## config.mk

```make
export PLATFORM = sky130hd
export DESIGN_NAME = uart_reg_bridge_flat
export DESIGN_NICKNAME = d
export VERILOG_FILES = /design/src/rtl/uart_reg_bridge_pkg.sv /design/src/rtl/uart_reg_bridge_if.sv /design/src/rtl/uart_reg_bridge_timeout_counter.sv /design/src/rtl/uart_reg_bridge.sv /design/src/flat_wrapper.sv
export SDC_FILE = /design/constraint.sdc
export NUM_CORES = 1
export LEC_CHECK = 0
export ABC_AREA = 1
export CAP_MARGIN = 20
export CORE_MARGIN = 4
export CORE_UTILIZATION = 32
export CTS_CLUSTER_DIAMETER = 50
export DETAILED_ROUTE_END_ITERATION = 8
export SYNTH_ARGS = -nofsm -noshare
export SYNTH_HDL_FRONTEND = slang
export SYNTH_SLANG_ARGS = --single-unit
export TNS_END_PERCENT = 50
```

## constraint.sdc

```tcl
create_clock -name clk -period 1.6 [get_ports clk]
set_input_delay 0.32 -clock clk [delete_from_list [all_inputs] [get_ports clk]]
set_output_delay 0.32 -clock clk [all_outputs]
set_load 0.02 [all_outputs]
```

## src/rtl/uart_reg_bridge_pkg.sv

```systemverilog
// Shared types and byte codes for the UART register bridge: FSM states,
// command/response bytes and a counter-width helper.
package uart_reg_bridge_pkg;

    typedef enum logic [2:0] {
        ST_IDLE,
        ST_ADDR,
        ST_DATA,
        ST_EXEC,
        ST_WAIT_RD,
        ST_RESP
    } state_t;

    localparam logic [7:0] CMD_W = 8'h57;
    localparam logic [7:0] CMD_R = 8'h52;
    localparam logic [7:0] ACK   = 8'h06;
    localparam logic [7:0] NACK  = 8'h15;

    // Bits needed to count 0..limit-1, never less than one bit.
    function automatic int unsigned count_width(input int unsigned limit);
        int unsigned width;
        width = $clog2(limit);
        if (width < 1) width = 1;
        return width;
    endfunction

endpackage

```

## src/rtl/uart_reg_bridge_if.sv

```systemverilog
// Signal bundle between the bridge and its byte source, register block and tx FIFO.
// The bridge uses the slave view; whatever drives the bridge uses the master view.
interface uart_reg_bridge_if #(
    parameter int unsigned WORD_WIDTH  = 8,
    parameter int unsigned VALUE_WORDS = 4
);
    localparam int unsigned VALUE_WIDTH = WORD_WIDTH * VALUE_WORDS;

    logic [WORD_WIDTH-1:0]  i_data;
    logic                   i_dv;
    logic [WORD_WIDTH-1:0]  o_addr;
    logic [VALUE_WIDTH-1:0] o_w_value;
    logic                   o_w_en;
    logic                   o_r_en;
    logic [VALUE_WIDTH-1:0] i_r_value;
    logic                   i_r_valid;
    logic [WORD_WIDTH-1:0]  o_tx_data;
    logic                   o_tx_valid;
    logic                   i_tx_ready;
    logic                   o_busy;
    logic                   o_overrun;

    modport slave (
        input  i_data, i_dv, i_r_value, i_r_valid, i_tx_ready,
        output o_addr, o_w_value, o_w_en, o_r_en, o_tx_data, o_tx_valid, o_busy, o_overrun
    );

    modport master (
        output i_data, i_dv, i_r_value, i_r_valid, i_tx_ready,
        input  o_addr, o_w_value, o_w_en, o_r_en, o_tx_data, o_tx_valid, o_busy, o_overrun
    );

endinterface

```

## src/rtl/uart_reg_bridge_timeout_counter.sv

```systemverilog
// Saturating cycle counter: expired goes high LIMIT cycles after the last clear
// and stays high until the next clear.
module uart_reg_bridge_timeout_counter
    import uart_reg_bridge_pkg::*;
#(
    parameter int unsigned LIMIT = 16
) (
    input  logic clk,
    input  logic i_reset_n,
    input  logic clear,
    input  logic enable,
    output logic expired
);
    localparam int unsigned CW = count_width(LIMIT);
    localparam logic [CW-1:0] LAST = CW'(LIMIT - 1);

    logic [CW-1:0] count;

    always_ff @(posedge clk or negedge i_reset_n) begin
        if (!i_reset_n) begin
            count <= '0;
        end else if (clear) begin
            count <= '0;
        end else if (enable && (count != LAST)) begin
            count <= count + CW'(1);
        end
    end

    assign expired = (count == LAST);

endmodule

```

## src/rtl/uart_reg_bridge.sv

```systemverilog
// Framed byte-command bridge: parses write/read frames from a byte stream, strobes
// the register block and returns ACK/NACK or read data as a valid/ready byte stream.
module uart_reg_bridge
    import uart_reg_bridge_pkg::*;
#(
    parameter int unsigned WORD_WIDTH    = 8,
    parameter int unsigned VALUE_WORDS   = 4,
    parameter int unsigned REG_DEPTH     = 16,
    parameter int unsigned LITTLE_ENDIAN = 0,
    parameter int unsigned BYTE_TIMEOUT  = 1000000,
    parameter int unsigned RD_TIMEOUT    = 16
) (
    input  logic             clk,
    input  logic             i_reset_n,
    uart_reg_bridge_if.slave bus
);
    localparam int unsigned VALUE_WIDTH = WORD_WIDTH * VALUE_WORDS;
    localparam int unsigned WCW         = count_width(VALUE_WORDS);
    localparam logic [WCW-1:0] LAST_WORD = WCW'(VALUE_WORDS - 1);

    localparam logic [WORD_WIDTH-1:0] CMD_W_B = WORD_WIDTH'(CMD_W);
    localparam logic [WORD_WIDTH-1:0] CMD_R_B = WORD_WIDTH'(CMD_R);
    localparam logic [WORD_WIDTH-1:0] ACK_B   = WORD_WIDTH'(ACK);
    localparam logic [WORD_WIDTH-1:0] NACK_B  = WORD_WIDTH'(NACK);

    state_t                 state;
    logic [WORD_WIDTH-1:0]  cmd;
    logic                   addr_err;
    logic [WCW-1:0]         word_cnt;
    logic [VALUE_WIDTH-1:0] rx_shift;
    logic [VALUE_WIDTH-1:0] rx_next;
    logic [VALUE_WIDTH-1:0] tx_shift;
    logic [WCW-1:0]         tx_left;
    logic                   in_frame;
    logic                   byte_expired;
    logic                   rd_expired;

    // Word order on the wire: big-endian sends the most-significant word first.
    function automatic logic [WORD_WIDTH-1:0] head_word(input logic [VALUE_WIDTH-1:0] v);
        if (LITTLE_ENDIAN != 0) return v[WORD_WIDTH-1:0];
        else                    return v[VALUE_WIDTH-1 -: WORD_WIDTH];
    endfunction

    function automatic logic [VALUE_WIDTH-1:0] drop_word(input logic [VALUE_WIDTH-1:0] v);
        if (LITTLE_ENDIAN != 0) return v >> WORD_WIDTH;
        else                    return v << WORD_WIDTH;
    endfunction

    always_comb begin
        if (LITTLE_ENDIAN != 0) begin
            rx_next = (rx_shift >> WORD_WIDTH) |
                      (VALUE_WIDTH'(bus.i_data) << (VALUE_WIDTH - WORD_WIDTH));
        end else begin
            rx_next = (rx_shift << WORD_WIDTH) | VALUE_WIDTH'(bus.i_data);
        end
    end

    assign in_frame = (state == ST_ADDR) || (state == ST_DATA);

    uart_reg_bridge_timeout_counter #(
        .LIMIT(BYTE_TIMEOUT)
    ) u_byte_timer (
        .clk      (clk),
        .i_reset_n(i_reset_n),
        .clear    (bus.i_dv || !in_frame),
        .enable   (1'b1),
        .expired  (byte_expired)
    );

    // Counts from the o_r_en cycle, so expiry lands RD_TIMEOUT cycles after the strobe.
    uart_reg_bridge_timeout_counter #(
        .LIMIT(RD_TIMEOUT)
    ) u_rd_timer (
        .clk      (clk),
        .i_reset_n(i_reset_n),
        .clear    (state != ST_WAIT_RD),
        .enable   (1'b1),
        .expired  (rd_expired)
    );

    always_ff @(posedge clk or negedge i_reset_n) begin
        if (!i_reset_n) begin
            state          <= ST_IDLE;
            cmd            <= '0;
            addr_err       <= 1'b0;
            word_cnt       <= '0;
            rx_shift       <= '0;
            tx_shift       <= '0;
            tx_left        <= '0;
            bus.o_addr     <= '0;
            bus.o_w_value  <= '0;
            bus.o_w_en     <= 1'b0;
            bus.o_r_en     <= 1'b0;
            bus.o_tx_data  <= '0;
            bus.o_tx_valid <= 1'b0;
            bus.o_busy     <= 1'b0;
            bus.o_overrun  <= 1'b0;
        end else begin
            bus.o_w_en <= 1'b0;
            bus.o_r_en <= 1'b0;

            case (state)
                ST_IDLE: begin
                    if (bus.i_dv) begin
                        cmd        <= bus.i_data;
                        state      <= ST_ADDR;
                        bus.o_busy <= 1'b1;
                    end
                end

                ST_ADDR: begin
                    if (bus.i_dv) begin
                        bus.o_addr <= bus.i_data;
                        addr_err   <= (32'(bus.i_data) >= REG_DEPTH);
                        word_cnt   <= '0;
                        if (cmd == CMD_W_B) begin
                            state <= ST_DATA;
                        end else if (cmd == CMD_R_B) begin
                            state      <= ST_EXEC;
                            bus.o_r_en <= (32'(bus.i_data) < REG_DEPTH);
                        end else begin
                            state          <= ST_RESP;
                            bus.o_tx_data  <= NACK_B;
                            bus.o_tx_valid <= 1'b1;
                            tx_left        <= '0;
                        end
                    end else if (byte_expired) begin
                        state      <= ST_IDLE;
                        bus.o_busy <= 1'b0;
                    end
                end

                // Bad-address writes still swallow their data bytes so the stream stays framed.
                ST_DATA: begin
                    if (bus.i_dv) begin
                        rx_shift <= rx_next;
                        word_cnt <= word_cnt + WCW'(1);
                        if (word_cnt == LAST_WORD) begin
                            state <= ST_EXEC;
                            if (!addr_err) begin
                                bus.o_w_en    <= 1'b1;
                                bus.o_w_value <= rx_next;
                            end
                        end
                    end else if (byte_expired) begin
                        state      <= ST_IDLE;
                        bus.o_busy <= 1'b0;
                    end
                end

                ST_EXEC: begin
                    if ((cmd == CMD_R_B) && !addr_err) begin
                        state <= ST_WAIT_RD;
                    end else begin
                        state          <= ST_RESP;
                        bus.o_tx_data  <= addr_err ? NACK_B : ACK_B;
                        bus.o_tx_valid <= 1'b1;
                        tx_left        <= '0;
                    end
                end

                ST_WAIT_RD: begin
                    if (bus.i_r_valid) begin
                        state          <= ST_RESP;
                        bus.o_tx_data  <= head_word(bus.i_r_value);
                        bus.o_tx_valid <= 1'b1;
                        tx_shift       <= drop_word(bus.i_r_value);
                        tx_left        <= LAST_WORD;
                    end else if (rd_expired) begin
                        state          <= ST_RESP;
                        bus.o_tx_data  <= NACK_B;
                        bus.o_tx_valid <= 1'b1;
                        tx_left        <= '0;
                    end
                end

                ST_RESP: begin
                    if (bus.i_tx_ready) begin
                        if (tx_left == '0) begin
                            state          <= ST_IDLE;
                            bus.o_tx_valid <= 1'b0;
                            bus.o_busy     <= 1'b0;
                        end else begin
                            bus.o_tx_data <= head_word(tx_shift);
                            tx_shift      <= drop_word(tx_shift);
                            tx_left       <= tx_left - WCW'(1);
                        end
                    end
                end

                default: begin
                    state      <= ST_IDLE;
                    bus.o_busy <= 1'b0;
                end
            endcase

            if (bus.i_dv && ((state == ST_EXEC) || (state == ST_WAIT_RD) || (state == ST_RESP))) begin
                bus.o_overrun <= 1'b1;
            end
        end
    end

endmodule
```

## src/flat_wrapper.sv

```systemverilog
// flat-port wrapper written by rule: the top's interface ports become plain ports
module uart_reg_bridge_flat import uart_reg_bridge_pkg::*;
#(
    parameter int unsigned WORD_WIDTH    = 8,
    parameter int unsigned VALUE_WORDS   = 4,
    parameter int unsigned REG_DEPTH     = 16,
    parameter int unsigned LITTLE_ENDIAN = 0,
    parameter int unsigned BYTE_TIMEOUT  = 1000000,
    parameter int unsigned RD_TIMEOUT    = 16
)
  (clk, i_reset_n, bus_i_data, bus_i_dv, bus_i_r_value, bus_i_r_valid, bus_i_tx_ready, bus_o_addr, bus_o_w_value, bus_o_w_en, bus_o_r_en, bus_o_tx_data, bus_o_tx_valid, bus_o_busy, bus_o_overrun);
  uart_reg_bridge_if #(.WORD_WIDTH(WORD_WIDTH), .VALUE_WORDS(VALUE_WORDS)) bus_i ();
  input  logic clk;
  input  logic i_reset_n;
  input wire logic [$bits(bus_i.i_data)-1:0] bus_i_data;
  input wire logic [$bits(bus_i.i_dv)-1:0] bus_i_dv;
  input wire logic [$bits(bus_i.i_r_value)-1:0] bus_i_r_value;
  input wire logic [$bits(bus_i.i_r_valid)-1:0] bus_i_r_valid;
  input wire logic [$bits(bus_i.i_tx_ready)-1:0] bus_i_tx_ready;
  output wire logic [$bits(bus_i.o_addr)-1:0] bus_o_addr;
  output wire logic [$bits(bus_i.o_w_value)-1:0] bus_o_w_value;
  output wire logic [$bits(bus_i.o_w_en)-1:0] bus_o_w_en;
  output wire logic [$bits(bus_i.o_r_en)-1:0] bus_o_r_en;
  output wire logic [$bits(bus_i.o_tx_data)-1:0] bus_o_tx_data;
  output wire logic [$bits(bus_i.o_tx_valid)-1:0] bus_o_tx_valid;
  output wire logic [$bits(bus_i.o_busy)-1:0] bus_o_busy;
  output wire logic [$bits(bus_i.o_overrun)-1:0] bus_o_overrun;
  assign bus_i.i_data = bus_i_data;
  assign bus_i.i_dv = bus_i_dv;
  assign bus_i.i_r_value = bus_i_r_value;
  assign bus_i.i_r_valid = bus_i_r_valid;
  assign bus_i.i_tx_ready = bus_i_tx_ready;
  assign bus_o_addr = bus_i.o_addr;
  assign bus_o_w_value = bus_i.o_w_value;
  assign bus_o_w_en = bus_i.o_w_en;
  assign bus_o_r_en = bus_i.o_r_en;
  assign bus_o_tx_data = bus_i.o_tx_data;
  assign bus_o_tx_valid = bus_i.o_tx_valid;
  assign bus_o_busy = bus_i.o_busy;
  assign bus_o_overrun = bus_i.o_overrun;
  uart_reg_bridge #(.WORD_WIDTH(WORD_WIDTH), .VALUE_WORDS(VALUE_WORDS), .REG_DEPTH(REG_DEPTH), .LITTLE_ENDIAN(LITTLE_ENDIAN), .BYTE_TIMEOUT(BYTE_TIMEOUT), .RD_TIMEOUT(RD_TIMEOUT)) u_core (.clk(clk), .i_reset_n(i_reset_n), .bus(bus_i));
endmodule
```

# Word level (Yosys, flattened, before mapping)
# Cells that the tools add are included.
[totals]
output_inout_bits = 53
ff_bits = 149
inputBits = 45
elab_cells = 144
[op_classes]
reduce_logical = 27
order_cmp = 2
muxes = 64
n_eq_ne = 27
n_bitwise = 3
n_addsub = 4
[ops]
columns = ["op", "count"]
rows = [
  ["$mux W32", 3],
  ["$mux W8", 8],
  ["$pmux W32 S2", 1],
  ["$mux W20", 2],
  ["$mux W3", 11],
  ["$or A32 B8 Y32", 1],
  ["$pmux W8 S4", 1],
  ["$add A20 B1 Y20 const B", 1],
  ["$eq A20 B20 Y1 const B", 1],
  ["$mux W1", 20],
  ["$mux W2", 10],
  ["$ne A2 B2 Y1 const B", 10],
  ["$ne A20 B20 Y1 const B", 1],
  ["$pmux W3 S6", 1],
  ["$eq A8 B7 Y1 const B", 2],
  ["$reduce_and A8 Y1", 2],
  ["$ge A8 B5 Y1 const B", 1],
  ["$lt A8 B5 Y1 const B", 1],
  ["$mux W4", 2],
  ["$pmux W1 S4", 2],
  ["$pmux W2 S4", 1],
  ["$reduce_and A4 Y1", 2],
  ["$reduce_bool A2 Y1", 4],
  ["$eq A3 B2 Y1 const B", 2],
  ["other kinds (25)", 37],
]

# Longest topological paths before layout
[depth]
ltp_word = 5
mapped_depth = 12
depth_no_buf = 11

# Cells and area by module
# A second synthesis with hierarchy kept.
[hier_totals]
hier_cells = 812
hier_area_um2 = 6734.0
[by_module_without_submodules]
columns = ["mod", "area_per_inst_um2", "cells_per_inst", "n_inst", "seq_area_each_um2"]
rows = [
  ["uart_reg_bridge", 5128.7, 582, 1, 2927.8],
  ["uart_reg_bridge_timeout_counter at u_core.u_byte_timer", 1380.1, 201, 1, 500.5],
  ["uart_reg_bridge_timeout_counter at u_core.u_rd_timer", 225.2, 29, 1, 100.1],
]

# Least setup slack after synthesis
# No wires, ideal clock.
[synth_path]
path_type = "register -> register"
start = "register u_core.state[1]"
end = "register u_core.tx_shift[29]"
arrival_ns = 1.467
setup_slack_ns = 0.002
setup_ns = 0.130
required_ns = 1.470
period_less_slack_ns = 1.598
path_stages_with_launch = 12
path_buffers = 3
cell_sequence = "dfrtp_1 buf_6 clkinv_2 nand2_2 nor2_4 inv_2 nor2_4 inv_2 o21ai_2 buf_6 buf_4 o21ai_0"
[synth_between]
elab_chain_cells = 3
word_cells_on_any_way = 8
cone_classes = "eq/ne (5); mux (1); reduce/logical (2)"
[synth_rtl]
columns = ["item", "line", "source"]
rows = [
  ["start: declaration", "uart_reg_bridge.sv:26", "state_t state;"],
  ["start signal: assignment", "uart_reg_bridge.sv:83", "state <= ST_IDLE;"],
  ["start signal: assignment", "uart_reg_bridge.sv:106", "state <= ST_ADDR;"],
  ["start signal: assignment", "uart_reg_bridge.sv:117", "state <= ST_DATA;"],
  ["$eq A3 B3 Y1", "uart_reg_bridge.sv:102", "case (state)"],
  ["$ne A2 B2 Y1 (no source line) / $reduce_bool A2 Y1 (equally long branches)", "n/a", ""],
  ["$reduce_and A4 Y1 (no source line)", "n/a", ""],
  ["end signal: assignment", "uart_reg_bridge.sv:167", "tx_shift <= drop_word(bus.i_r_value);"],
  ["end signal: assignment", "uart_reg_bridge.sv:185", "tx_shift <= drop_word(tx_shift);"],
  ["end: declaration", "uart_reg_bridge.sv:32", "logic [VALUE_WIDTH-1:0] tx_shift;"],
]
# Parallel ways exist; a longest one is shown, timed or not.
# A chain may end at the register's enable or synchronous reset.

# Worst setup path in the final report
[layout_path]
start = "register u_core.state[1]"
end = "register u_core.tx_shift[24]"
# The elaborated chain is that of the path after synthesis.

==> impl_metrics.env <==
export IMPL_avgSynthCellArea_um2=8.76
export IMPL_clock_path_buffers=2
export IMPL_io_pins=98
export IMPL_synth_flop_cell="dfrtp_1"
export IMPL_dp_hpwl_mm=10.2
export IMPL_num_vias=5141
export IMPL_rsz0062_at_grt="yes"
export IMPL_cts_htree_levels=4
export IMPL_fmax_ghz=0.634
export IMPL_fin_tns_setup_ns=0
export IMPL_yosysSeqAreaShare_pct=56.1
export IMPL_ant_nets=0
export IMPL_insertion_delay_ns=0.42
export IMPL_hold_path_class="in2async"
export IMPL_yosysUniqueCellTypes=34
export IMPL_layout_drive_gt1_share_pct=18.1
export IMPL_ff2ff_path_depth=11
export IMPL_wl_per_cell_um=13.4
export IMPL_whs_ns=0.376
export IMPL_grt_first_pass_wirelength_mm=25.1
export IMPL_setup_ws_ns=0.0220
export IMPL_async_flop_share_pct=100
export IMPL_diodes=0
export IMPL_grt_pass1_vias=5052
export IMPL_synth_top_area_share_pct=56.1
export IMPL_viasPerCell=4.47
export IMPL_skew_ns=0.00585
export IMPL_dr_pass1_iters=4
export IMPL_gp_congestion=0.805
export IMPL_syn_cell_area_mm2=0.00629
export IMPL_fin_crit_ns=1.58
export IMPL_wirelength_mm=15.4
export IMPL_cts_buffers=17
export IMPL_power_density_mw_per_mm2=1490
export IMPL_drt_iter0_markers=330
export IMPL_yosys_area_top_type="dfrtp_1"
export IMPL_row_count=51
export IMPL_antenna_found_initial=0
export IMPL_numPortBuffers=97
export IMPL_nNetsFinal=923
export IMPL_path_clk_slew_ns=0.06
export IMPL_worst_setup_path_end_kind="flop"
export IMPL_tritoncts="done"
export IMPL_worst_pin_slew_ns=0.378
export IMPL_synth_edf_count=0
export IMPL_grt_remaining_overflow=0
export IMPL_synthMostInstantiatedCell="nand2_1"
export IMPL_core_mm2=0.0194
export IMPL_ir_worst_vdd_uv=692
export IMPL_path_max_fanout=6
export IMPL_syn_nets=767
export IMPL_final_cell_count_no_fill=1150
export IMPL_clock_sinks=141
export IMPL_die_x_um=148
export IMPL_area_delta_synth_final_pct=39.9
export IMPL_drv_slew=0
export IMPL_setup_worst_path_start_class="flop"
export IMPL_leakage_nw=4.16
export IMPL_synth_common_cells="188 x nand2_1, 141 x dfrtp_1, 102 x o21ai_0"
export IMPL_critPathKind="reg2reg"
export IMPL_grt_max_degree=52
export IMPL_die_area_mm2=0.0220
export IMPL_required_ns=1.94
export IMPL_synthTopCellsByArea="dfrtp_1 56%, nand2_1 11%, o21ai_0 8.1%"
export IMPL_crit_arrival_ns=1.92
export IMPL_yosys_warnings=0
export IMPL_die_h_um=148
export IMPL_fill_cells=1961
export IMPL_setup_viol=0
export IMPL_track_usage_pct=14.2
export IMPL_relSlewSlack_pct=74.8
export IMPL_dp_cells=1105
export IMPL_drc=0
export IMPL_synth_seq_cells=141
export IMPL_finalCritPeriodShare_pct=98.6
export IMPL_status="completed"
export IMPL_dpl_worst_slack_ns=-0.217
export IMPL_synthCells=718
export IMPL_initial_core_util_pct=32.4
export IMPL_clockRootBuffer="clkbuf_16"
export IMPL_finalHoldViolations=0
export IMPL_max_cap_violations=0
repair_timing:
item	CTS	global route
gates resized for setup	56	66
setup endpoints to repair	84	63
hold buffers	1	0
endpoints found under the hold margin	30	0
buffers inserted	0	7
pin swaps	1	8
gates cloned	0	7
metrics by stage:
stage	utilization (%)	total power, mW	cell area [µm²]
after floorplan	-	7.27	6290
after global placement	40.8	8.68	7910
after detailed placement	40.8	8.74	7910
after CTS	43.6	12.7	8460
after global routing	45.3	14.1	8800
final	45.3	13.1	8800
area by class of cell:
class                   instances  area, µm²  share of cell area, %
inverters                      83        322                   3.66
repair buffers                165       1620                   18.4
clock inverters                10        141                   1.61
clock buffers                  20        457                   5.19
multi-input cells             466       2390                   27.2
well taps                     265        332                   3.77
flip-flops and latches        141       3530                   40.2
per-layer routing:
layer	track usage [%]	share of wire (%)	vias up
li1	-	-	2639
met3	4.20	3.9	8
met1	19.5	47	2425
met5	0	0	-
met4	3.97	0.65	0
met2	22.0	48	69
flip-flops by register name, summed over array words and instances (netlist names):
| signal | count |
|---|---|
| u_core.u_rd_timer.count | 4 |
| u_core.bus.o_tx_valid | 1 |
| u_core.rx_shift | 24 |
| u_core.tx_shift | 24 |
| u_core.bus.o_busy | 1 |
| u_core.tx_left | 2 |
| u_core.bus.o_overrun | 1 |
| u_core.bus.o_r_en | 1 |
| u_core.bus.o_w_en | 1 |
| u_core.word_cnt | 2 |
| u_core.state | 3 |
| u_core.bus.o_addr | 8 |
| u_core.cmd | 8 |
| u_core.u_byte_timer.count | 20 |
| u_core.bus.o_w_value | 32 |
| u_core.bus.o_tx_data | 8 |
| u_core.addr_err | 1 |
placed cells by master, fill, tap and decap left out, drive strengths merged:
master         netlist  final
nand2              192    192
dfrtp              141    141
o21ai              125    125
inv                 82     83
buf                 17     65
dlygate4sd2          0     53
nor2                53     53
clkdlybuf4s50        0     43
nand3               30     30
clkbuf              11     23
a21oi               17     17
a31oi               10     10
o211ai               9      9
nor3                 8      8
nand4                7      7
clkinvlp             0      5
ha                   4      4
o21a                 3      3
bufinv               0      3
xnor2                2      2
and3                 2      2
clkinv               1      2
xor2                 1      1
a2bb2oi              1      1
o21bai               1      1
o22ai                1      1
dlygate4sd3          0      1
worst max-delay path, cell delays in order (launching register included):
cell and delay [ns]:
dfrtp_1 0.41, inv_4 0.09, nand2_2 0.09, nor2_4 0.16
inv_2 0.06, nor2_4 0.09, inv_2 0.06, o21ai_4 0.06
buf_12 0.15, clkbuf_16 0.15, nor2_1 0.04, a31oi_1 0.13
power by group:
group	switching (mW)	internal [mW]	leakage [nW]	total, mW
Sequential	0.523	4.47	1.86	4.99
Combinational	2.34	1.75	2.03	4.10
Clock	1.51	2.51	0.276	4.03
worst paths after layout:
kind,from,endpoint,slack [ns]
worst min register to register,u_core.bus.o_w_value[29],u_core.bus.o_w_value[29],0.47
worst max register to register,u_core.state[1],u_core.tx_shift[24],0.02
worst max-delay path,u_core.state[1],u_core.tx_shift[24],0.02
worst min-delay path,i_reset_n,u_core.u_byte_timer.count[19],0.38
min in group clk,bus_i_r_value[6],u_core.tx_shift[14],0.47
max in group asynchronous,i_reset_n,u_core.bus.o_w_value[14],0.61
cell families (layout without fill, tap and decap cells):
family,after synthesis,count (layout),synth area share (%)
adder cells (fa/ha/maj),4,4,0.796
AO/OA/AOI/OAI,167,167,15.0
AND/OR/NAND/NOR,292,292,19.7
buffers and inverters,111,278,7.96
XOR/XNOR,3,3,0.418
flip-flops,141,141,56.1
(Power assumes the default switching activity.)
